--- src/rtl/uart_ctrl_pkg.sv ---
// rtl/uart_ctrl_pkg.sv - shared link-scheduler state encoding and timing constants
package uart_ctrl_pkg;

  typedef enum logic [1:0] {
    ST_IDLE    = 2'd0,
    ST_TX      = 2'd1,
    ST_RX_HOLD = 2'd2,
    ST_GUARD   = 2'd3
  } link_state_t;

  localparam int DEF_FRAME_BITS = 12;
  localparam int DEF_GUARD_BITS = 2;

  function automatic int bit_cycles(input int clk_freq, input int baud);
    return clk_freq / baud;
  endfunction

endpackage

--- src/rtl/uart_rr_arbiter.sv ---
// rtl/uart_rr_arbiter.sv - combinational round-robin pick starting one past ptr
module uart_rr_arbiter #(
  parameter int NREQ = 4,
  parameter int PW   = (NREQ > 1) ? $clog2(NREQ) : 1
) (
  input  logic [NREQ-1:0] i_req,
  input  logic [PW-1:0]   i_ptr,
  output logic [NREQ-1:0] o_win,
  output logic [PW-1:0]   o_win_idx
);

  logic          w_found;
  logic [PW-1:0] w_cand;

  always_comb begin
    o_win     = '0;
    o_win_idx = '0;
    w_found   = 1'b0;
    w_cand    = '0;
    for (int k = 1; k <= NREQ; k++) begin
      w_cand = PW'((int'(i_ptr) + k) % NREQ);
      if (!w_found && i_req[w_cand]) begin
        o_win[w_cand] = 1'b1;
        o_win_idx     = w_cand;
        w_found       = 1'b1;
      end
    end
  end

endmodule

--- src/rtl/uart_link_sched.sv ---
// rtl/uart_link_sched.sv - half-duplex scheduler sharing one UART transmitter among NREQ requesters
module uart_link_sched
  import uart_ctrl_pkg::*;
#(
  parameter int CLK_FREQ   = 100_000_000,
  parameter int Baud       = 9600,
  parameter int DataBits   = 8,
  parameter int FRAME_BITS = DEF_FRAME_BITS,
  parameter int GUARD_BITS = DEF_GUARD_BITS,
  parameter int NREQ       = 4
) (
  input  logic                     clk,
  input  logic                     rst_n,
  input  logic [NREQ-1:0]          req,
  input  logic [NREQ*DataBits-1:0] data_in,
  input  logic                     rx_line,
  output logic [NREQ-1:0]          grant,
  output logic [NREQ-1:0]          done,
  output logic                     uart_en,
  output logic [DataBits-1:0]      uart_data,
  output logic                     busy
);

  localparam int BIT_CYCLES = bit_cycles(CLK_FREQ, Baud);
  localparam int FRAME_CYC  = FRAME_BITS * BIT_CYCLES;
  localparam int GUARD_CYC  = GUARD_BITS * BIT_CYCLES;
  localparam int MAX_CYC    = (FRAME_CYC > GUARD_CYC) ? FRAME_CYC : GUARD_CYC;
  localparam int CW         = $clog2(MAX_CYC + 1);
  localparam int PW         = (NREQ > 1) ? $clog2(NREQ) : 1;
  localparam logic [CW-1:0] FRAME_LD = CW'(FRAME_CYC);
  localparam logic [CW-1:0] GUARD_LD = CW'(GUARD_CYC);

  link_state_t         r_state, w_state_nxt;
  logic [1:0]          r_sync;
  logic [CW-1:0]       r_cnt, w_cnt_nxt;
  logic [PW-1:0]       r_ptr, w_ptr_nxt;
  logic [NREQ-1:0]     r_owner, w_owner_nxt;
  logic [NREQ-1:0]     r_grant, w_grant_nxt;
  logic [NREQ-1:0]     r_done, w_done_nxt;
  logic [DataBits-1:0] r_uart_data, w_data_nxt;
  logic                r_uart_en, r_busy;

  logic                w_rx_s;
  logic [NREQ-1:0]     w_win;
  logic [PW-1:0]       w_win_idx;
  logic [DataBits-1:0] w_slot [NREQ];

  assign w_rx_s = r_sync[1];

  uart_rr_arbiter #(.NREQ(NREQ), .PW(PW)) u_arb (
    .i_req     (req),
    .i_ptr     (r_ptr),
    .o_win     (w_win),
    .o_win_idx (w_win_idx)
  );

  always_comb begin
    for (int i = 0; i < NREQ; i++) w_slot[i] = data_in[i*DataBits +: DataBits];
  end

  always_comb begin
    w_state_nxt = r_state;
    w_cnt_nxt   = r_cnt;
    w_ptr_nxt   = r_ptr;
    w_owner_nxt = r_owner;
    w_grant_nxt = '0;
    w_done_nxt  = '0;
    w_data_nxt  = r_uart_data;
    case (r_state)
      ST_IDLE: begin
        // The far end starting a frame beats any pending local request.
        if (!w_rx_s) begin
          w_state_nxt = ST_RX_HOLD;
          w_cnt_nxt   = FRAME_LD;
        end else if (|req) begin
          w_state_nxt = ST_TX;
          w_cnt_nxt   = FRAME_LD;
          w_grant_nxt = w_win;
          w_owner_nxt = w_win;
          w_ptr_nxt   = w_win_idx;
          w_data_nxt  = w_slot[w_win_idx];
        end
      end
      ST_TX: begin
        if (r_cnt == CW'(1)) begin
          w_state_nxt = ST_GUARD;
          w_cnt_nxt   = GUARD_LD;
          w_done_nxt  = r_owner;
        end else begin
          w_cnt_nxt = r_cnt - CW'(1);
        end
      end
      ST_RX_HOLD: begin
        if (r_cnt == '0 && w_rx_s) begin
          w_state_nxt = ST_GUARD;
          w_cnt_nxt   = GUARD_LD;
        end else if (r_cnt != '0) begin
          w_cnt_nxt = r_cnt - CW'(1);
        end
      end
      ST_GUARD: begin
        if (!w_rx_s) begin
          w_state_nxt = ST_RX_HOLD;
          w_cnt_nxt   = FRAME_LD;
        end else begin
          w_cnt_nxt = r_cnt - CW'(1);
          if (r_cnt == CW'(1)) w_state_nxt = ST_IDLE;
        end
      end
      default: begin
        w_state_nxt = ST_IDLE;
        w_cnt_nxt   = '0;
      end
    endcase
  end

  always_ff @(posedge clk or negedge rst_n) begin
    if (!rst_n) begin
      r_sync      <= 2'b11;
      r_state     <= ST_IDLE;
      r_cnt       <= '0;
      r_ptr       <= PW'(NREQ - 1);
      r_owner     <= '0;
      r_grant     <= '0;
      r_done      <= '0;
      r_uart_data <= '0;
      r_uart_en   <= 1'b0;
      r_busy      <= 1'b0;
    end else begin
      r_sync      <= {r_sync[0], rx_line};
      r_state     <= w_state_nxt;
      r_cnt       <= w_cnt_nxt;
      r_ptr       <= w_ptr_nxt;
      r_owner     <= w_owner_nxt;
      r_grant     <= w_grant_nxt;
      r_done      <= w_done_nxt;
      r_uart_data <= w_data_nxt;
      r_uart_en   <= (w_state_nxt == ST_TX);
      r_busy      <= (w_state_nxt != ST_IDLE);
    end
  end

  assign grant     = r_grant;
  assign done      = r_done;
  assign uart_en   = r_uart_en;
  assign uart_data = r_uart_data;
  assign busy      = r_busy;

endmodule

--- config.mk ---
export PLATFORM = sky130hd
export DESIGN_NAME = uart_link_sched
export DESIGN_NICKNAME = d
export VERILOG_FILES = /design/src/rtl/uart_ctrl_pkg.sv /design/src/rtl/uart_rr_arbiter.sv /design/src/rtl/uart_link_sched.sv
export SDC_FILE = /design/constraint.sdc
export NUM_CORES = 1
export LEC_CHECK = 0
export CAP_MARGIN = 10
export CORE_UTILIZATION = 52
export DETAILED_ROUTE_END_ITERATION = 16
export PLACE_DENSITY = 0.81
export RECOVER_POWER = 25
export SLEW_MARGIN = 20
export SYNTH_ARGS = -nofsm -noshare
export SYNTH_HDL_FRONTEND = slang
export SYNTH_SLANG_ARGS = --single-unit
--- constraint.sdc ---
create_clock -name clk -period 4.1 [get_ports clk]
set_clock_uncertainty 0.2 [all_clocks]
set_input_delay 0.82 -clock clk [delete_from_list [all_inputs] [get_ports clk]]
set_output_delay 0.82 -clock clk [all_outputs]
set_load 0.02 [all_outputs]
Yosys cells after proc, flatten, opt, wreduce, memory -nomap -nowiden

Index checks and enable logic that the tools add are counted.

Bits in registers: 45
Bits in latches: 0
Memory bits (writable): 0
ROM bits: 0
Input port bits: 39
Output and inout bits: 18
Word-level logic and storage cells: 102
Memories kept: 0

Add/subtract/negate cells: 5
Multiply operators: 0
Divide/modulo/power cells: 0
Order comparisons: 9
Eq/ne operators: 7
Shifts and indexed selects: 0
Muxes and demuxes: 49
Bitwise operators: 4
Reductions and logical operators: 18

Operators by type and width:

| cell                                                              | number |
|---|---|
| two-way mux 17 bit                                                | 6 |
| case mux 17 bit (4 select lines)                                  | 1 |
| two-way mux 4 bit                                                 | 9 |
| two-way mux 2 bit                                                 | 10 |
| == test 17 x 1 -> 1 bit, second input constant                    | 1 |
| logical NOT 17 bit                                                | 1 |
| nonzero test 17 bit                                               | 1 |
| subtractor 17 x 1 -> 17 bit, second input constant                | 1 |
| binary-select mux 8 bit (select 2 bit)                            | 1 |
| two-way mux 8 bit                                                 | 2 |
| less-than comparator 2 x 3 -> 1 bit, second input constant        | 4 |
| bitwise OR 4 bit                                                  | 3 |
| two-way mux 1 bit                                                 | 11 |
| binary-select mux 1 bit (select 2 bit)                            | 4 |
| demux 1 bit (select 2 bit)                                        | 4 |
| greater-or-equal comparator 2 x 1 -> 1 bit, second input constant | 4 |
| logical AND 1 bit                                                 | 8 |
| case mux 2 bit (4 select lines)                                   | 1 |
| inequality test 3 bit, second input constant                      | 2 |
| adder 2 x 1 -> 2 bit, second input constant                       | 2 |
| adder 2 bit, second input constant                                | 2 |
| == test 2 x 1 -> 1 bit, second input constant                     | 2 |
| == test 2 bit, second input constant                              | 2 |
| OR reduction 4 bit                                                | 1 |
| other kinds (7)                                                   | 9 |

Depth between registers and ports, before layout

Gate-level depths: netlist (run 1).

Depth after elaboration: 17
Depth in mapped cells: 11
Depth with buffers taken out: 8

Modules after synthesis

A second synthesis (run 1) with hierarchy kept.

Cell total of the unflattened synthesis: 306
Area, all modules: 3022.9 um^2

Modules (own cells, without submodules):

| module          | times used | cells each | area each (um^2) | sequential area each (um^2) |
|---|---|---|---|---|
| uart_link_sched | 1          | 238        | 2477.4           | 1131.1 |
| uart_rr_arbiter | 1          | 68         | 545.5            | 0.0 |

Worst setup path before layout (run 1)

Ideal clock, no wire load.

Kind: reg2reg
From: reg r_ptr[0]
To: reg r_uart_data[3], in the netlist uart_data[3]
Setup time: 0.141 ns
Arrival: 3.063 ns
Path slack: 0.697 ns
Cell stages (with the launch flop): 12
Period minus slack after synthesis: 3.403 ns
Cells stage by stage: dfstp_2 -> buf_2 -> clkinv_1 -> ha_1 -> mux2i_1 -> mux2i_1 -> nor2_1 -> o21a_1 -> buf_2 -> buf_2 -> mux2i_1 -> o221ai_1

Longest elaborated chain between the ends: 17
Elaborated cells between the ends (all ways): 29

Ends and longest elaborated chain:

| element                                                   | RTL line               | text |
|---|---|---|
| from (decl)                                               | uart_link_sched.sv:36  | `logic [PW-1:0] r_ptr, w_ptr_nxt;` |
| from (signal assigned)                                    | uart_link_sched.sv:122 | `r_ptr <= PW'(NREQ - 1);` |
| from (signal assigned)                                    | uart_link_sched.sv:133 | `r_ptr <= w_ptr_nxt;` |
| adder 2 x 1 -> 2 bit                                      | uart_rr_arbiter.sv:21  | `w_cand = PW'((int'(i_ptr) + k) % NREQ);` |
| binary-select mux 1 bit (select 2 bit)                    | uart_rr_arbiter.sv:22  | `if (!w_found && i_req[w_cand]) begin` |
| two-way mux 1 bit (implied by the code)                   | uart_rr_arbiter.sv:22  |  |
| two-way mux 1 bit                                         | uart_rr_arbiter.sv:22  |  |
| logical NOT 1 bit                                         | uart_rr_arbiter.sv:22  |  |
| logical AND 1 bit                                         | uart_rr_arbiter.sv:22  |  |
| two-way mux 1 bit                                         | uart_rr_arbiter.sv:22  |  |
| logical NOT 1 bit                                         | uart_rr_arbiter.sv:22  |  |
| logical AND 1 bit                                         | uart_rr_arbiter.sv:22  |  |
| two-way mux 1 bit                                         | uart_rr_arbiter.sv:22  |  |
| logical NOT 1 bit                                         | uart_rr_arbiter.sv:22  |  |
| logical AND 1 bit                                         | uart_rr_arbiter.sv:22  |  |
| two-way mux 2 bit (*)                                     | uart_rr_arbiter.sv:22  |  |
| inverter 2 -> 3 bit (implied by the code) (*)             | uart_link_sched.sv:81  | `w_data_nxt = w_slot[w_win_idx];` |
| binary-select mux 8 bit (select 2 bit) (*)                | uart_link_sched.sv:81  |  |
| two-way mux 8 bit (implied by the code) (*) (2 in series) | uart_link_sched.sv:81  |  |
| to (signal assigned)                                      | uart_link_sched.sv:137 | `r_uart_data <= w_data_nxt;` |
| to (decl)                                                 | uart_link_sched.sv:40  | `logic [DataBits-1:0] r_uart_data, w_data_nxt;` |

Mark *: on every way between the ends. The rest lies on a longest branch, timed or not. The select of a mux whose other input is x is not followed.
A chain may end at the register's enable or synchronous reset.

Final worst setup path (run 1)

From: reg r_ptr[0]
To: reg r_uart_data[5], in the netlist uart_data[5]

Same word-level chain as after synthesis.

==> results of run 1 <==
[state kept, by name, summed over array words and instances (netlist names)]
| signal | flops |
|---|---|
| uart_data | 8 |
| done | 4 |
| r_ptr | 2 |
| grant | 4 |
| r_state | 2 |
| r_cnt | 17 |
| r_owner | 4 |
| busy | 1 |
| uart_en | 1 |
| r_sync | 2 |
[power groups by stage]
| stage | sequential, mW | combinational [mW] | clock, mW |
|---|---|---|---|
| floorplan | 0.743 | 0.664 | 0 |
| global placement | 0.738 | 0.911 | 0 |
| detailed placement | 0.742 | 0.947 | 0 |
| CTS | 0.739 | 0.950 | 0.273 |
| global route | 0.769 | 1.05 | 0.296 |
| finish | 0.740 | 0.952 | 0.269 |
[cells by family (layout without fill, tap and decap cells)]
kind of cell             count (synthesis)  count (layout)
flip-flops                              45              45
XOR/XNOR                                 1               1
buffers and inverters                   27              80
AO/OA/AOI/OAI                           90              90
multiplexers                            30              30
AND/OR/NAND/NOR                         94              94
adder cells (fa/ha/maj)                 10              10
[metrics by stage]
step,cell area [um^2],setup slack (ns),std cells
after global routing,3530,0.447,420
after CTS,3530,0.673,419
after global placement,3440,0.630,411
after detailed placement,3440,0.459,411
final,3530,0.646,420
after floorplan,2840,0.697,297
[critical path, stage by stage (launching register included)]
cell and delay [ns]:
sky130_fd_sc_hd__dfstp_2 0.74, sky130_fd_sc_hd__clkinv_1 0.17, sky130_fd_sc_hd__ha_1 0.43, sky130_fd_sc_hd__mux2i_1 0.34, sky130_fd_sc_hd__mux2i_1 0.29, sky130_fd_sc_hd__nor2_1 0.35
sky130_fd_sc_hd__o21a_1 0.15, sky130_fd_sc_hd__buf_4 0.25, sky130_fd_sc_hd__mux2i_1 0.23, sky130_fd_sc_hd__o221ai_1 0.15
[synth_stat cells, types with 2 or more instances]
library cell,instances,area share
sky130_fd_sc_hd__dfrtp_1,41,0.36
sky130_fd_sc_hd__mux2i_1,26,0.092
sky130_fd_sc_hd__nand2_1,20,0.026
sky130_fd_sc_hd__a21oi_1,19,0.033
sky130_fd_sc_hd__o21ai_0,19,0.033
sky130_fd_sc_hd__nor2_1,18,0.024
sky130_fd_sc_hd__clkbuf_1,10,0.013
sky130_fd_sc_hd__ha_1,10,0.044
sky130_fd_sc_hd__inv_1,10,0.013
sky130_fd_sc_hd__nor3_1,10,0.018
sky130_fd_sc_hd__a21o_1,9,0.024
sky130_fd_sc_hd__o221ai_1,8,0.025
sky130_fd_sc_hd__nand3_1,6,0.011
sky130_fd_sc_hd__nand3b_1,5,0.013
sky130_fd_sc_hd__or3_1,5,0.011
sky130_fd_sc_hd__a22o_1,4,0.012
sky130_fd_sc_hd__a31oi_1,4,0.0088
sky130_fd_sc_hd__and2_1,4,0.0088
sky130_fd_sc_hd__dfstp_2,4,0.037
sky130_fd_sc_hd__nand2b_1,4,0.0088
sky130_fd_sc_hd__nand4_1,4,0.0088
sky130_fd_sc_hd__o22ai_1,4,0.0088
sky130_fd_sc_hd__a211oi_1,3,0.0079
sky130_fd_sc_hd__buf_2,3,0.0053
sky130_fd_sc_hd__nor4_1,3,0.0066
sky130_fd_sc_hd__o21ai_1,3,0.0053
sky130_fd_sc_hd__o31ai_1,3,0.0079
sky130_fd_sc_hd__buf_1,2,0.0026
sky130_fd_sc_hd__mux4_2,2,0.016
sky130_fd_sc_hd__nor4_2,2,0.0088
sky130_fd_sc_hd__o211ai_1,2,0.0053
sky130_fd_sc_hd__o21a_1,2,0.0053
sky130_fd_sc_hd__o21bai_1,2,0.0053
sky130_fd_sc_hd__or2_2,2,0.0044
sky130_fd_sc_hd__or4_1,2,0.0053
sky130_fd_sc_hd__or4_4,2,0.0079
[worst paths after layout]
kind / slack (ns) / from / end
max in group asynchronous: 1.32 / rst_n / r_cnt[4]$_DFFE_PN0P_
hold reg to reg: 0.17 / r_sync[0]$_DFF_PN1_ / r_sync[1]$_DFF_PN1_
hold / removal: 0.17 / r_sync[0]$_DFF_PN1_ / r_sync[1]$_DFF_PN1_
min in group asynchronous: 0.28 / rst_n / busy$_DFF_PN0_
setup / recovery: 0.65 / r_ptr[0]$_DFFE_PN1P_ / uart_data[5]$_DFFE_PN0P_
setup reg to reg: 0.65 / r_ptr[0]$_DFFE_PN1P_ / uart_data[5]$_DFFE_PN0P_
[per-layer routing]
metal | track usage | wire length, um
met5 | 0 | 0
met4 | 0.0442 | 55
met3 | 0.0566 | 351
met2 | 0.396 | 3130
met1 | 0.314 | 2960
[cell type report]
class	count	area (um^2)	area share
clock buffers	6	72.6	0.0205
clock inverters	2	15.0	0.00425
inverters	11	41.3	0.0117
multi-input cells	225	1600	0.452
flip-flops and latches	45	1130	0.320
well taps	70	87.6	0.0248
repair buffers	61	588	0.166
==> flow_results.xml, run 1 <==
<?xml version="1.0" encoding="UTF-8"?>
<metrics>
  <group name="floorplan">
    <metric name="floorplan.io_pins" unit="">57</metric>
    <metric name="fp.dieW" unit="um">75.9</metric>
    <metric name="die_area" unit="um^2">5760</metric>
    <metric name="rows" unit="">26</metric>
    <metric name="core" unit="um^2">5170</metric>
    <metric name="initial_core_util" unit="">0.549</metric>
    <metric name="die_h" unit="um">75.9</metric>
  </group>
  <group name="layout">
    <metric name="area_growth_syn_to_layout" unit="%">24.4</metric>
    <metric name="design.final.nets" unit="">398</metric>
    <metric name="drive_gt1_frac" unit="">0.0800</metric>
    <metric name="mostFrequentLayoutCells" unit="">sky130_fd_sc_hd__clkdlybuf4s50_1, sky130_fd_sc_hd__dfrtp_1, sky130_fd_sc_hd__mux2i_1</metric>
    <metric name="mostFrequentLayoutCell" unit="">sky130_fd_sc_hd__clkdlybuf4s50_1</metric>
    <metric name="final_core_util" unit="">0.683</metric>
    <metric name="final.fill_count" unit="">419</metric>
    <metric name="antenna_cells" unit="">0</metric>
  </group>
  <group name="global_routing">
    <metric name="gr-total-overflow" unit="">0</metric>
    <metric name="number_of_antenna_violations_at_the_first_check_in_global_routing" unit="">0</metric>
    <metric name="grt_start_max_net_pins" unit="">46</metric>
    <metric name="grt_pass1_wl" unit="um">11200</metric>
    <metric name="via_count_of_the_first_global_routing_pass" unit="">2381</metric>
    <metric name="grt_util_all_layers" unit="">0.236</metric>
  </group>
  <group name="pwr">
    <metric name="largest_voltage_drop_on_the_vdd_net" unit="mV">0.475</metric>
    <metric name="post-layout-total-power" unit="mW">1.96</metric>
    <metric name="p_clk_frac" unit="">0.137</metric>
    <metric name="internal_power" unit="mW">1.18</metric>
    <metric name="seqPwrFrac" unit="">0.377</metric>
    <metric name="combPwrFrac" unit="">0.485</metric>
    <metric name="sw_frac_of_total" unit="">0.397</metric>
    <metric name="leak" unit="nW">1.50</metric>
    <metric name="p_switching" unit="uW">779</metric>
    <metric name="power-per-cell-area" unit="nW/um^2">555</metric>
  </group>
  <group name="synth">
    <metric name="synth_edf_count" unit="">0</metric>
    <metric name="asyncSetResetFlopFracSynth" unit="">1.00</metric>
    <metric name="post_synth.cell_area_avg" unit="um^2">9.57</metric>
    <metric name="synthCells" unit="">297</metric>
    <metric name="yosys.area_share.simple" unit="">0.181</metric>
    <metric name="postSynth.topFlopCell" unit="">sky130_fd_sc_hd__dfrtp_1</metric>
    <metric name="synthXorXnorAreaFrac" unit="">0.00308</metric>
    <metric name="synth_top_family_by_area" unit="">compound AO/OA/AOI/OAI gates</metric>
    <metric name="ys_types" unit="">56</metric>
    <metric name="synth_compound_area_frac" unit="">0.213</metric>
    <metric name="synth_adder_area_share" unit="">0.0440</metric>
    <metric name="portion_of_netlist_area_occupied_by_mux_cells" unit="">0.121</metric>
    <metric name="synth.cell_area" unit="um^2">2840</metric>
    <metric name="postSynthRegisterBits" unit="">45</metric>
    <metric name="synth_warnings" unit="">0</metric>
    <metric name="seq_area_frac_synth" unit="">0.398</metric>
    <metric name="synth_nets" unit="">346</metric>
  </group>
  <group name="worst_setup_path">
    <metric name="critPathKind" unit="">flip-flop to flip-flop</metric>
    <metric name="worst_r2r_path_depth" unit="">9</metric>
    <metric name="end_kind" unit="">flip-flop</metric>
    <metric name="critical_path.startpoint_type" unit="">flip-flop</metric>
    <metric name="worst-endpoint-arrival" unit="ns">3.41</metric>
    <metric name="timing.critical_path.required" unit="ns">4.06</metric>
    <metric name="worstPathMaxFanout" unit="">16</metric>
  </group>
  <group name="clock_network">
    <metric name="tritoncts_clock_tree" unit="">yes</metric>
    <metric name="ctsHoldBuffers" unit="">0</metric>
    <metric name="numCtsBuffers" unit="">5</metric>
    <metric name="cts_htree_levels" unit="">2</metric>
    <metric name="cts_sinks" unit="">45</metric>
    <metric name="clk_pin_slew_worst_paths" unit="ns">0.08</metric>
    <metric name="clkLatencyLatePin" unit="ns">0.30</metric>
    <metric name="cts-resized-gates" unit="">0</metric>
    <metric name="cts.path.max_buffers" unit="">2</metric>
    <metric name="post_cts_buffers" unit="">0</metric>
    <metric name="clock-root-buffer" unit="">sky130_fd_sc_hd__clkbuf_8</metric>
  </group>
  <group name="timing">
    <metric name="whs" unit="ns">0.165</metric>
    <metric name="timing.fmax" unit="MHz">290</metric>
    <metric name="hold_viol" unit="">0</metric>
    <metric name="tightest_slew" unit="ns">1.83</metric>
    <metric name="maxSlewViolCount" unit="">35</metric>
    <metric name="relSlewSlack" unit="">-0.223</metric>
    <metric name="timing.setup.tns" unit="ns">0</metric>
    <metric name="period_share" unit="">0.842</metric>
    <metric name="min_period" unit="ns">3.45</metric>
    <metric name="setup_violations" unit="">0</metric>
    <metric name="grt_setup_unrepaired" unit="">false</metric>
  </group>
  <group name="hold_path">
    <metric name="hp-class" unit="">flip-flop to flip-flop</metric>
    <metric name="whs_path_depth" unit="">0</metric>
  </group>
  <group name="outcome">
    <metric name="failed_checks" unit="">max-capacitance violations, max-slew violations</metric>
    <metric name="run_status" unit="">complete, but fails checks</metric>
  </group>
  <group name="placed_design">
    <metric name="detailedPlacementHpwl" unit="um">4770</metric>
    <metric name="port_buffers" unit="">56</metric>
    <metric name="routabilityCongestion" unit="">0.833</metric>
  </group>
  <group name="routing">
    <metric name="avgViaCountPerCell" unit="">5.98</metric>
    <metric name="antenna_violating_nets_post_route" unit="">0</metric>
    <metric name="dr_total_vias" unit="">2513</metric>
    <metric name="drtPass1Iterations" unit="">4</metric>
    <metric name="route.detailed.wl_per_inst" unit="um">15.5</metric>
    <metric name="finalWirelength" unit="um">6500</metric>
    <metric name="first_iter_violations" unit="">212</metric>
    <metric name="drt_drc_violations_left" unit="">0</metric>
  </group>
  <group name="job">
    <metric name="timing.max_cap.violations" unit="">1</metric>
  </group>
</metrics>
No activity file was read; power rests on OpenSTA's default activity.
==> run 2: changes to the inputs <==
==> constraint.sdc (replaced) <==
create_clock -name clk -period 3.2 [get_ports clk]
set_clock_uncertainty 0.2 [all_clocks]
set_input_delay 0.64 -clock clk [delete_from_list [all_inputs] [get_ports clk]]
set_output_delay 0.64 -clock clk [all_outputs]
set_load 0.02 [all_outputs]
==> flow_results.xml, run 2 (synthesized netlist as in run 1, its figures left out) <==
<?xml version="1.0" encoding="UTF-8"?>
<metrics>
  <group name="outcome">
    <metric name="run_status" unit="">complete, but fails checks</metric>
    <metric name="failed_checks" unit="">max-capacitance violations, max-slew violations</metric>
  </group>
  <group name="clock_network">
    <metric name="clkLatencyLatePin" unit="ns">0.30</metric>
    <metric name="clk_pin_slew_worst_paths" unit="ns">0.09</metric>
    <metric name="cts_htree_levels" unit="">2</metric>
    <metric name="clock-root-buffer" unit="">sky130_fd_sc_hd__clkbuf_8</metric>
    <metric name="ctsHoldBuffers" unit="">0</metric>
    <metric name="numCtsBuffers" unit="">5</metric>
    <metric name="post_cts_buffers" unit="">0</metric>
    <metric name="cts.path.max_buffers" unit="">2</metric>
    <metric name="cts-resized-gates" unit="">0</metric>
    <metric name="tritoncts_clock_tree" unit="">yes</metric>
    <metric name="cts_sinks" unit="">45</metric>
  </group>
  <group name="pwr">
    <metric name="internal_power" unit="mW">1.59</metric>
    <metric name="p_clk_frac" unit="">0.137</metric>
    <metric name="leak" unit="nW">1.58</metric>
    <metric name="combPwrFrac" unit="">0.520</metric>
    <metric name="p_switching" unit="mW">1.03</metric>
    <metric name="seqPwrFrac" unit="">0.343</metric>
    <metric name="largest_voltage_drop_on_the_vdd_net" unit="mV">0.494</metric>
    <metric name="sw_frac_of_total" unit="">0.393</metric>
    <metric name="power-per-cell-area" unit="nW/um^2">716</metric>
    <metric name="post-layout-total-power" unit="mW">2.61</metric>
  </group>
  <group name="timing">
    <metric name="period_share" unit="">0.937</metric>
    <metric name="grt_setup_unrepaired" unit="">false</metric>
    <metric name="tightest_slew" unit="ns">2.30</metric>
    <metric name="relSlewSlack" unit="">-0.534</metric>
    <metric name="timing.fmax" unit="MHz">334</metric>
    <metric name="min_period" unit="ns">3.00</metric>
    <metric name="setup_violations" unit="">0</metric>
    <metric name="hold_viol" unit="">0</metric>
    <metric name="timing.final.ws_setup" unit="ns">0.202</metric>
    <metric name="timing.setup.tns" unit="ns">0</metric>
    <metric name="maxSlewViolCount" unit="">46</metric>
  </group>
  <group name="routing">
    <metric name="antenna_violating_nets_post_route" unit="">0</metric>
    <metric name="first_iter_violations" unit="">170</metric>
    <metric name="drtPass1Iterations" unit="">4</metric>
    <metric name="dr_total_vias" unit="">2578</metric>
    <metric name="finalWirelength" unit="um">6660</metric>
    <metric name="avgViaCountPerCell" unit="">5.97</metric>
    <metric name="drt_drc_violations_left" unit="">0</metric>
    <metric name="route.detailed.wl_per_inst" unit="um">15.4</metric>
  </group>
  <group name="worst_setup_path">
    <metric name="worst-endpoint-arrival" unit="ns">3.00</metric>
    <metric name="timing.critical_path.required" unit="ns">3.20</metric>
    <metric name="worstPathMaxFanout" unit="">6</metric>
    <metric name="critical_path.startpoint_type" unit="">flip-flop</metric>
    <metric name="end_kind" unit="">flip-flop</metric>
    <metric name="critPathKind" unit="">flip-flop to flip-flop</metric>
  </group>
  <group name="layout">
    <metric name="largest_reg_flops" unit="">17</metric>
    <metric name="antenna_cells" unit="">0</metric>
    <metric name="mostFrequentLayoutCells" unit="">sky130_fd_sc_hd__clkdlybuf4s50_1, sky130_fd_sc_hd__dfrtp_1, sky130_fd_sc_hd__mux2i_1</metric>
    <metric name="largest_register" unit="">r_cnt</metric>
    <metric name="mostFrequentLayoutCell" unit="">sky130_fd_sc_hd__clkdlybuf4s50_1</metric>
    <metric name="final_cell_count_no_fill" unit="">432</metric>
    <metric name="area_growth_syn_to_layout" unit="%">28.3</metric>
    <metric name="design.final.nets" unit="">410</metric>
    <metric name="drive_gt1_frac" unit="">0.122</metric>
  </group>
  <group name="floorplan">
    <metric name="die_area" unit="um^2">5760</metric>
    <metric name="initial_core_util" unit="">0.549</metric>
    <metric name="rows" unit="">26</metric>
    <metric name="floorplan.io_pins" unit="">57</metric>
    <metric name="fp.dieW" unit="um">75.9</metric>
    <metric name="core" unit="um^2">5170</metric>
    <metric name="die_h" unit="um">75.9</metric>
  </group>
  <group name="global_routing">
    <metric name="grt_start_max_net_pins" unit="">46</metric>
    <metric name="number_of_antenna_violations_at_the_first_check_in_global_routing" unit="">0</metric>
    <metric name="grt_util_all_layers" unit="">0.251</metric>
    <metric name="via_count_of_the_first_global_routing_pass" unit="">2534</metric>
    <metric name="gr-total-overflow" unit="">0</metric>
    <metric name="grt_pass1_wl" unit="um">11700</metric>
  </group>
  <group name="placed_design">
    <metric name="routabilityCongestion" unit="">0.868</metric>
    <metric name="port_buffers" unit="">56</metric>
    <metric name="dp_cell_count" unit="">424</metric>
    <metric name="detailedPlacementHpwl" unit="um">5040</metric>
    <metric name="dpl_worst_slack" unit="ns">0.0443</metric>
  </group>
  <group name="hold_path">
    <metric name="hp-class" unit="">flip-flop to flip-flop</metric>
  </group>
  <group name="job">
    <metric name="timing.max_cap.violations" unit="">1</metric>
  </group>
</metrics>
## run 2: worst max-delay path: stages (launching register included)
cell and delay (ns):
sky130_fd_sc_hd__dfrtp_1 0.44, sky130_fd_sc_hd__or4_4 0.58, sky130_fd_sc_hd__or4_4 0.55, sky130_fd_sc_hd__o41ai_2 0.44, sky130_fd_sc_hd__a211oi_1 0.28, sky130_fd_sc_hd__o31a_1 0.17, sky130_fd_sc_hd__o31ai_1 0.23
## run 2: power by group through the flow
stage	Sequential [mW]	Combinational, mW	Clock (mW)
global placement	0.896	1.31	0
CTS	0.897	1.36	0.363
finish	0.897	1.36	0.357
global route	0.927	1.48	0.391
floorplan	0.952	0.866	0
detailed placement	0.904	1.36	0
## run 2: layout make-up
class                           count  area, um^2
Multi-Input combinational cell    225        1600
Fill cell                         393        1530
Timing Repair Buffer               73         694
Clock buffer                        5        68.8
Inverter                           11        42.5
Sequential cell                    45        1130
Clock inverter                      3        21.3
Tap cell                           70        87.6
## run 2: metrics by stage
| step | area [um^2] | hold slack, ns | util |
|---|---|---|---|
| 5_1_grt | 3650 | 0.168 | 0.705 |
| 4_1_cts | 3650 | 0.162 | 0.705 |
| 2_1_floorplan | 2850 | 0.144 | - |
| 6_report | 3650 | 0.161 | 0.705 |
| 3_3_place_gp | 3560 | 0.151 | 0.688 |
| 3_5_place_dp | 3560 | 0.149 | 0.688 |
## run 2: metal layers
layer | vias up | wire length, um | share of wire | GRT usage
met4 | 0 | 114 | 0.017 | 0.0769
met1 | 1222 | 2990 | 0.45 | 0.331
li1 | 1249 | - | - | -
met5 | - | 0 | 0 | 0
met3 | 12 | 429 | 0.064 | 0.0566
met2 | 95 | 3130 | 0.47 | 0.414
## run 2: path summary, 6_finish.rpt
kind | start | endpoint | slack [ns] | cells after the start
max in group asynchronous | rst_n | done[3]$_DFF_PN0_ | 0.68 | 1
worst min register to register | r_sync[0]$_DFF_PN1_ | r_sync[1]$_DFF_PN1_ | 0.16 | 0
worst min-delay path | r_sync[0]$_DFF_PN1_ | r_sync[1]$_DFF_PN1_ | 0.16 | 0
worst max-delay path | r_cnt[13]$_DFFE_PN0P_ | r_cnt[14]$_DFFE_PN0P_ | 0.20 | 6
worst max register to register | r_cnt[13]$_DFFE_PN0P_ | r_cnt[14]$_DFFE_PN0P_ | 0.20 | 6
min in group asynchronous | rst_n | r_cnt[7]$_DFFE_PN0P_ | 0.82 | 1
==> run 3: changes to the inputs <==
--- a/config.mk
+++ b/config.mk
@@ -6,6 +6,7 @@
 export NUM_CORES = 1
 export LEC_CHECK = 0
 export CAP_MARGIN = 10
+export CORE_MARGIN = 2
 export CORE_UTILIZATION = 52
 export DETAILED_ROUTE_END_ITERATION = 16
 export PLACE_DENSITY = 0.81
==> constraint.sdc (replaced) <==
create_clock -name clk -period 3.2 [get_ports clk]
set_clock_uncertainty 0.2 [all_clocks]
set_input_delay 0.64 -clock clk [delete_from_list [all_inputs] [get_ports clk]]
set_output_delay 0.64 -clock clk [all_outputs]
set_load 0.005 [all_outputs]
==> flow_results.xml, run 3 (synthesized netlist as in run 1, its figures left out) <==
<?xml version="1.0" encoding="UTF-8"?>
<metrics>
  <group name="pwr">
    <metric name="largest_voltage_drop_on_the_vdd_net" unit="mV">0.588</metric>
    <metric name="combPwrFrac" unit="">0.492</metric>
    <metric name="power-per-cell-area" unit="nW/um^2">717</metric>
    <metric name="p_clk_frac" unit="">0.166</metric>
    <metric name="seqPwrFrac" unit="">0.342</metric>
    <metric name="p_switching" unit="uW">980</metric>
    <metric name="post-layout-total-power" unit="mW">2.64</metric>
    <metric name="sw_frac_of_total" unit="">0.371</metric>
    <metric name="leak" unit="nW">1.60</metric>
    <metric name="internal_power" unit="mW">1.66</metric>
  </group>
  <group name="outcome">
    <metric name="run_status" unit="">complete, but fails checks</metric>
    <metric name="failed_checks" unit="">max-capacitance violations, max-slew violations</metric>
  </group>
  <group name="clock_network">
    <metric name="ctsHoldBuffers" unit="">0</metric>
    <metric name="cts_sinks" unit="">45</metric>
    <metric name="clk_pin_slew_worst_paths" unit="ns">0.09</metric>
    <metric name="numCtsBuffers" unit="">5</metric>
    <metric name="cts.path.max_buffers" unit="">2</metric>
    <metric name="cts_htree_levels" unit="">2</metric>
    <metric name="clkLatencyLatePin" unit="ns">0.30</metric>
    <metric name="clock-root-buffer" unit="">sky130_fd_sc_hd__clkbuf_8</metric>
    <metric name="tritoncts_clock_tree" unit="">yes</metric>
  </group>
  <group name="timing">
    <metric name="relSlewSlack" unit="">-0.585</metric>
    <metric name="grt_setup_unrepaired" unit="">false</metric>
    <metric name="min_period" unit="ns">3.07</metric>
    <metric name="tightest_slew" unit="ns">2.38</metric>
    <metric name="maxSlewViolCount" unit="">46</metric>
    <metric name="hold_viol" unit="">0</metric>
    <metric name="whs" unit="ns">0.166</metric>
    <metric name="timing.fmax" unit="MHz">326</metric>
    <metric name="setup_violations" unit="">0</metric>
    <metric name="period_share" unit="">0.960</metric>
  </group>
  <group name="routing">
    <metric name="route.detailed.wl_per_inst" unit="um">15.7</metric>
    <metric name="dr_total_vias" unit="">2577</metric>
    <metric name="finalWirelength" unit="um">6850</metric>
    <metric name="first_iter_violations" unit="">179</metric>
    <metric name="drt_drc_violations_left" unit="">0</metric>
    <metric name="avgViaCountPerCell" unit="">5.92</metric>
    <metric name="drtPass1Iterations" unit="">4</metric>
    <metric name="antenna_violating_nets_post_route" unit="">0</metric>
  </group>
  <group name="floorplan">
    <metric name="core" unit="um^2">5200</metric>
    <metric name="floorplan.io_pins" unit="">57</metric>
    <metric name="initial_core_util" unit="">0.546</metric>
    <metric name="rows" unit="">26</metric>
    <metric name="fp.dieW" unit="um">77.9</metric>
    <metric name="die_h" unit="um">77.9</metric>
    <metric name="die_area" unit="um^2">6070</metric>
  </group>
  <group name="layout">
    <metric name="area_growth_syn_to_layout" unit="%">29.5</metric>
    <metric name="largest_register" unit="">r_cnt</metric>
    <metric name="drive_gt1_frac" unit="">0.132</metric>
    <metric name="design.final.nets" unit="">413</metric>
    <metric name="final_cell_count_no_fill" unit="">435</metric>
    <metric name="final.fill_count" unit="">415</metric>
    <metric name="antenna_cells" unit="">0</metric>
    <metric name="mostFrequentLayoutCell" unit="">sky130_fd_sc_hd__clkdlybuf4s50_1</metric>
    <metric name="largest_reg_flops" unit="">17</metric>
    <metric name="mostFrequentLayoutCells" unit="">sky130_fd_sc_hd__clkdlybuf4s50_1, sky130_fd_sc_hd__dfrtp_1, sky130_fd_sc_hd__mux2i_1</metric>
  </group>
  <group name="global_routing">
    <metric name="gr-total-overflow" unit="">0</metric>
    <metric name="grt_util_all_layers" unit="">0.237</metric>
    <metric name="grt_pass1_wl" unit="um">11800</metric>
    <metric name="number_of_antenna_violations_at_the_first_check_in_global_routing" unit="">0</metric>
    <metric name="grt_start_max_net_pins" unit="">46</metric>
    <metric name="via_count_of_the_first_global_routing_pass" unit="">2553</metric>
  </group>
  <group name="worst_setup_path">
    <metric name="critPathKind" unit="">flip-flop to flip-flop</metric>
    <metric name="timing.critical_path.required" unit="ns">3.21</metric>
    <metric name="critical_path.startpoint_type" unit="">flip-flop</metric>
    <metric name="worst-endpoint-arrival" unit="ns">3.08</metric>
    <metric name="end_kind" unit="">flip-flop</metric>
    <metric name="worstPathMaxFanout" unit="">6</metric>
  </group>
  <group name="placed_design">
    <metric name="detailedPlacementHpwl" unit="um">5210</metric>
    <metric name="port_buffers" unit="">56</metric>
    <metric name="dp_cell_count" unit="">427</metric>
    <metric name="routabilityCongestion" unit="">0.830</metric>
  </group>
  <group name="job">
    <metric name="timing.max_cap.violations" unit="">1</metric>
  </group>
  <group name="hold_path">
    <metric name="hp-class" unit="">flip-flop to flip-flop</metric>
  </group>
</metrics>
[run 3: cell types whose count changed in the layout (fill, tap and decap cells not counted), sizes merged]
cell,previous run,this run
buf,17,20
clkinvlp,1,0
bufinv,0,1
[run 3: area by class of cell]
| type | count | area, um^2 | share of cell area |
|---|---|---|---|
| Clock buffer | 5 | 68.8 | 0.0187 |
| Clock inverter | 3 | 43.8 | 0.0119 |
| Inverter | 11 | 42.5 | 0.0116 |
| Multi-Input combinational cell | 225 | 1600 | 0.435 |
| Sequential cell | 45 | 1130 | 0.307 |
| Tap cell | 70 | 87.6 | 0.0238 |
| Timing Repair Buffer | 76 | 704 | 0.191 |
[run 3: power by group through the flow]
stage	Combinational [mW]	Sequential, mW	Clock, mW
global placement	1.24	0.900	0
global route	1.43	0.930	0.463
detailed placement	1.30	0.906	0
floorplan	0.866	0.894	0
CTS	1.30	0.900	0.443
finish	1.30	0.903	0.437
[run 3: worst paths after layout]
| kind | start | endpoint | slack [ns] | cells past startpoint |
|---|---|---|---|---|
| hold / removal | r_sync[0]$_DFF_PN1_ | r_sync[1]$_DFF_PN1_ | 0.17 | 0 |
| setup / recovery | r_cnt[13]$_DFFE_PN0P_ | r_cnt[14]$_DFFE_PN0P_ | 0.13 | 6 |
| max in group asynchronous | rst_n | r_cnt[10]$_DFFE_PN0P_ | 0.60 | 1 |
| setup reg to reg | r_cnt[13]$_DFFE_PN0P_ | r_cnt[14]$_DFFE_PN0P_ | 0.13 | 6 |
| hold reg to reg | r_sync[0]$_DFF_PN1_ | r_sync[1]$_DFF_PN1_ | 0.17 | 0 |
| min in group asynchronous | rst_n | r_cnt[4]$_DFFE_PN0P_ | 0.85 | 1 |
[run 3: routing by layer]
metal	global-route usage	wire [um]
met5	0	0
met1	0.300	2930
met4	0.0526	69
met2	0.421	3470
met3	0.0453	380
[run 3: through the flow]
step | setup slack (ns) | util | TNS [ns] | instance area, um^2
global placement | -0.00561 | 0.685 | -0.0125 | 3570
detailed placement | -0.141 | 0.685 | -0.776 | 3570
floorplan | 0.0473 | - | 0 | 2850
CTS | 0.150 | 0.707 | 0 | 3680
global route | 0.0540 | 0.707 | 0 | 3680
finish | 0.129 | 0.707 | 0 | 3680
[run 3: critical path: stages, from the launching register on]
cell and delay (ns):
sky130_fd_sc_hd__dfrtp_1 0.46, sky130_fd_sc_hd__or4_4 0.60, sky130_fd_sc_hd__or4_4 0.56, sky130_fd_sc_hd__o41ai_2 0.50
sky130_fd_sc_hd__a211oi_1 0.30, sky130_fd_sc_hd__o31a_1 0.17, sky130_fd_sc_hd__o31ai_1 0.19
[run 3: repair_timing]
action | in CTS | in global routing
resized for setup | 0 | 1
setup endpoints to repair | 0 | 1
buffers inserted | 0 | 0
==> RTL edit 1 (settings of run 1) <==
Take the reset off `r_uart_data` and load it in a clocked block of its own.
--- a/src/rtl/uart_link_sched.sv
+++ b/src/rtl/uart_link_sched.sv
@@ -123,7 +123,6 @@
       r_owner     <= '0;
       r_grant     <= '0;
       r_done      <= '0;
-      r_uart_data <= '0;
       r_uart_en   <= 1'b0;
       r_busy      <= 1'b0;
     end else begin
@@ -134,10 +133,13 @@
       r_owner     <= w_owner_nxt;
       r_grant     <= w_grant_nxt;
       r_done      <= w_done_nxt;
-      r_uart_data <= w_data_nxt;
       r_uart_en   <= (w_state_nxt == ST_TX);
       r_busy      <= (w_state_nxt != ST_IDLE);
     end
+  end
+
+  always_ff @(posedge clk) begin
+    r_uart_data <= w_data_nxt;
   end
 
   assign grant     = r_grant;
Function: changed (a bounded check fails within 4 cycles, from zero or initial values and one cycle with rst_n low).
==> RTL edit 1 against run 1 <==
The flow still finishes with violations (max-capacitance violations, max-slew violations). Area after synthesis is 2.2% higher. Critical path depth stayed put. Total power is 5.3% higher. Clock power is 22% higher. Setup slack better by 38 ps. Sequential cell count stayed put. Final area is 1.6% higher. First-iteration DRC count is 3.8% higher. Wire length is 0.42% lower. Largest power group unchanged.
==> RTL edit 1: results (changes against run 1) <==
Pwr
  • Leak Pwr: 1.48 nW (was 1.50 nW)
  • Peak VDD IR: 0.352 mV (was 0.475 mV)
  • Int Pwr: 1.26 mW (was 1.18 mW)

Placed design
  • Final weighted congestion in routability-driven placement: 0.894 (was 0.833)
  • Cell Count Post-Placement: 409 (was 411)
  • Instance area at placement: 0.00348 sq mm (was 0.00344 sq mm)
  • Sum of net half-perimeters after detailed placement: 4.76 mm (was 4.77 mm)

Status
  • Violated checks: max-capacitance violations, max-slew violations (unchanged)
  • Run status: finished, violations left (unchanged)

Finish
  • Share of post-route cells with drive strength above 1: 0.0865 (was 0.0800)
  • Number of filler cells placed in the layout: 451 (was 419)
  • Number of standard cells in the layout, taps in and fillers out: 417 (was 420)
  • Fin nets: 395 (was 398)
  • Area growth from synthesis to final layout: 23.5% (was 24.4%)

Route
  • Routed WL per cell: 15.5 um (about the same)
  • Drt first-iter violations: 220 (was 212)

Synth
  • Number of distinct standard cells referenced by the synthesized netlist: 60 (was 56)
  • EDFF count, synth: 8 (was 0)
  • Biggest area contributors in the synthesized netlist: sky130_fd_sc_hd__dfrtp_1 28%, sky130_fd_sc_hd__mux2i_1 9.0%, sky130_fd_sc_hd__edfxtp_1 8.3% (was sky130_fd_sc_hd__dfrtp_1 36%, sky130_fd_sc_hd__mux2i_1 9.2%, sky130_fd_sc_hd__ha_1 4.4%)
  • Fraction of registers with async set/reset: 0.822 (was 1.00)
  • Synthesized netlist net count: 345 (was 346)

Global route
  • Global routing usage summed across all routing layers: 0.227 (was 0.236)
  • Largest net degree at the start of global routing: 38 (was 46)
  • Global-route wire length before repair: 10.7 mm (was 11.2 mm)
  • Number of global-route vias before repair: 2366 (was 2381)

Critical path
  • Largest stage delay on the critical path: 810 ps (was 740 ps)
  • Maximum fanout count along the critical path: 23 (was 16)
  • Arrival @ worst endpoint: 3260 ps (was 3410 ps)

Run
  • MaxCap Viol Count: 1 (unchanged)

Timing
  • Slew at the pin with the worst max-slew slack: 1940 ps (was 1830 ps)
  • Pins over their slew limit: 38 (was 35)
-- RTL edit 1: cell types whose count changed in the layout (fill, tap and decap cells not counted), sizes merged, moves of 3 or more --
cell,change
o221ai,-8
nor2,-4
nand3b,-5
or2,+6
o211ai,+3
a22oi,+9
dfrtp,-8
a22o,-4
a211o,+3
nand4,-3
nor2b,+3
edfxtp,+8
nor3b,+4
nand2,-5
-- RTL edit 1: cell type report --
type                       instances  area share
clock buffer                       6      0.0202
clock inverter                     2     0.00976
inverter                          12      0.0126
multi-input combinational        223       0.446
sequential                        45       0.326
tap                               70      0.0244
timing repair buffer              59       0.161
-- RTL edit 1: cell families (layout without fill, tap and decap cells) --
logic type,count (synthesis),in the layout,share of synthesized area
and+or+nand+nor,93,93,0.190
adders and majority gates,10,10,0.0431
buffers and inverters,28,79,0.0491
AOI/OAI and AO/OA,92,92,0.210
muxes,28,28,0.105
DFF,45,45,0.403
-- RTL edit 1: metrics by stage --
stage	power [mW]	setup slack [ps]	hold WS, ps
after floorplan	1.57	1010	145
after global placement	1.69	594	146
after detailed placement	1.74	532	147
after CTS	2.07	678	163
after global routing	2.21	449	163
final	2.06	684	161
-- RTL edit 1: final timing paths --
| path | depth (start not counted) | slack (ps) | from | endpoint |
|---|---|---|---|---|
| worst max-delay path | 9 | 680 | r_ptr[0] | uart_data[0] |
| worst min-delay path | 0 | 160 | r_sync[0] | r_sync[1] |
| worst max register to register | 9 | 680 | r_ptr[0] | uart_data[0] |
| worst min register to register | 0 | 160 | r_sync[0] | r_sync[1] |
| max in group asynchronous | 1 | 1730 | rst_n | r_cnt[12] |
| min in group asynchronous | 1 | 870 | rst_n | grant[0] |
-- RTL edit 1: critical path, delay by kind of cell, from the launching register on --
| kind | cells | cell delay [ps] |
|---|---|---|
| flip-flops | 1 | 810 |
| adder cells (fa/ha/maj) | 1 | 490 |
| multiplexers | 3 | 670 |
| AO/OA/AOI/OAI | 2 | 340 |
| buffers and inverters | 2 | 490 |
| AND/OR/NAND/NOR | 1 | 160 |
-- RTL edit 1: power by group through the flow --
stage / clock [mW] / combinational (mW) / sequential (mW)
after floorplan: 0 / 0.873 / 0.697
after CTS: 0.335 / 0.972 / 0.762
after detailed placement: 0 / 0.970 / 0.769
after global placement: 0 / 0.931 / 0.760
after global routing: 0.353 / 1.07 / 0.789
final: 0.329 / 0.970 / 0.765
-- RTL edit 1: per-layer routing --
metal  part of all wire  vias to the layer above  GRT usage
met1               0.43                     1218      0.294
met3              0.080                        9     0.0655
met4              0.012                        0     0.0712
met2               0.48                      103      0.364
met5                  0                        -          0
li1                   -                     1215          -
==> RTL edit 2 (flow settings as in run 1) <==
Made on the original files. The parameter `DataBits` goes from 8 to 9.
--- a/src/rtl/uart_link_sched.sv
+++ b/src/rtl/uart_link_sched.sv
@@ -4,7 +4,7 @@
 #(
   parameter int CLK_FREQ   = 100_000_000,
   parameter int Baud       = 9600,
-  parameter int DataBits   = 8,
+  parameter int DataBits   = 9,
   parameter int FRAME_BITS = DEF_FRAME_BITS,
   parameter int GUARD_BITS = DEF_GUARD_BITS,
   parameter int NREQ       = 4
Interface: changed (resized data_in and uart_data); port bits go from 57 to 62. No check against the original RTL was run, so the function may have changed too.
==> RTL edit 2 against run 1 <==
Sequential cell count grew 1. Final area up 3.0%. Critical endpoint unchanged. Wire length grew 0.65%. Largest cell class unchanged. Sequential share of layout area down 0.26 points. Non-clock buffer count rose by 7. Setup slack better by 23 ps. Fmax increased by 0.68%. Highest routed layer unchanged. Area after synthesis is 2.0% higher. Count of clock-buffer cells in the layout did not move. The flow still finishes with violations (max-capacitance violations, max-slew violations). Final cell count increased by 5.7%. Via count rose by 4.2%.
Power is not compared: it rests on default switching activity, and its combinational part moved more than twofold at a synthesized area within 25%.
==> RTL edit 2: results (changes against run 1) <==
Synth
  • Top cell types by occurrence after synthesis: 46 x sky130_fd_sc_hd__nor2_1, 42 x sky130_fd_sc_hd__dfrtp_1, 22 x sky130_fd_sc_hd__mux2i_1, 22 x sky130_fd_sc_hd__nand2_1, 22 x sky130_fd_sc_hd__o21ai_0 (was 41 x sky130_fd_sc_hd__dfrtp_1, 26 x sky130_fd_sc_hd__mux2i_1, 20 x sky130_fd_sc_hd__nand2_1)
  • Share of synthesized cell area in full adder, half adder and majority cells: 0.0432 (was 0.0440)
  • Synth Area in XOR/XNOR: 0.00302 (was 0.00308)
  • Post-Synthesis Mean Instance Area: 9.11 sq um (was 9.57 sq um)
  • Main combinational cell family by area after synthesis: simple AND/OR/NAND/NOR gates (was compound AO/OA/AOI/OAI gates)
  • Multiplexer fraction of the synthesized cell area: 0.101 (was 0.121)
  • Fraction of the mapped netlist area in compound gates: 0.199 (was 0.213)
  • Biggest area contributors in the synthesized netlist: sky130_fd_sc_hd__dfrtp_1 36%, sky130_fd_sc_hd__mux2i_1 7.6%, sky130_fd_sc_hd__nor2_1 6.0% (was sky130_fd_sc_hd__dfrtp_1 36%, sky130_fd_sc_hd__mux2i_1 9.2%, sky130_fd_sc_hd__ha_1 4.4%)
  • Cell area after synthesis: 0.00290 sq mm (was 0.00284 sq mm)
  • Synthesized netlist net count: 371 (was 346)
  • Share of synthesized area occupied by flip-flops and latches: 0.399 (was 0.398)

Finish
  • Sequential cell count: 46 (was 45)
  • Multi-input logic portion of the cell area: 0.440 (was 0.452)
  • Fin nets: 426 (was 398)
  • Inverters: 8 (was 11)
  • Multi-input gates: 244 (was 225)
  • Sequential cell area share: 0.318 (was 0.320)
  • Number of standard cells in the layout, taps in and fillers out: 444 (was 420)
  • Number of filler cells placed in the layout: 407 (was 419)
  • Clock-cell share of area: 0.0302 (was 0.0248)
  • Number of non-clock buffers in the layout: 68 (was 61)
  • Share of post-route cells with drive strength above 1: 0.0695 (was 0.0800)

Timing
  • Final critical path time including I/O delays and setup: 3430 ps (was 3450 ps)
  • Pins over their slew limit: 47 (was 35)
  • Worst relative slew slack: -0.597 (was -0.223)

Critical path
  • Arrival @ worst endpoint: 3420 ps (was 3410 ps)
  • Largest stage delay on the critical path: 780 ps (was 740 ps)
  • Maximum fanout count along the critical path: 20 (was 16)
  • Register-to-register setup slack: 670 ps (was 650 ps)

Global route
  • Global routing usage summed across all routing layers: 0.231 (was 0.236)
  • Global-route wire length before repair: 11.0 mm (was 11.2 mm)
  • Number of global-route vias before repair: 2430 (was 2381)

Route
  • Via-to-Cell Ratio: 5.90 (was 5.98)
  • Drt first-iter violations: 203 (was 212)
  • Routed WL per cell: 14.7 um (was 15.5 um)

Run
  • MaxCap Viol Count: 1 (unchanged)

Status
  • Violated checks: max-capacitance violations, max-slew violations (unchanged)
  • Run status: finished, violations left (unchanged)

Placed design
  • Instance area at placement: 0.00353 sq mm (was 0.00344 sq mm)
-- RTL edit 2: changes by cell type after synthesis, sizes merged, moves of 3 or more --
cell	run 1	this run
o22ai	4	1
a21oi	19	12
a221oi	1	12
o221ai	8	2
a22oi	0	4
nor2	18	46
a21o	9	5
nor4	5	2
mux2i	27	22
nor3	10	13
-- RTL edit 2: per-layer routing --
metal | track usage | wire length (um) | share of wire | vias up
li1 | - | - | - | 1278
met1 | 0.314 | 2990 | 0.46 | 1245
met2 | 0.373 | 3110 | 0.48 | 88
met3 | 0.0488 | 387 | 0.059 | 7
met4 | 0.0654 | 55 | 0.0084 | 0
met5 | 0 | 0 | 0 | -
-- RTL edit 2: worst max-delay path: cells and delay by family, from the launching register on --
kind / cells / cell delay [ps]
compound gates: 2 / 220
simple gates: 3 / 740
mux: 2 / 570
buf+inv: 1 / 230
flops: 1 / 780
fa+ha+maj: 1 / 570
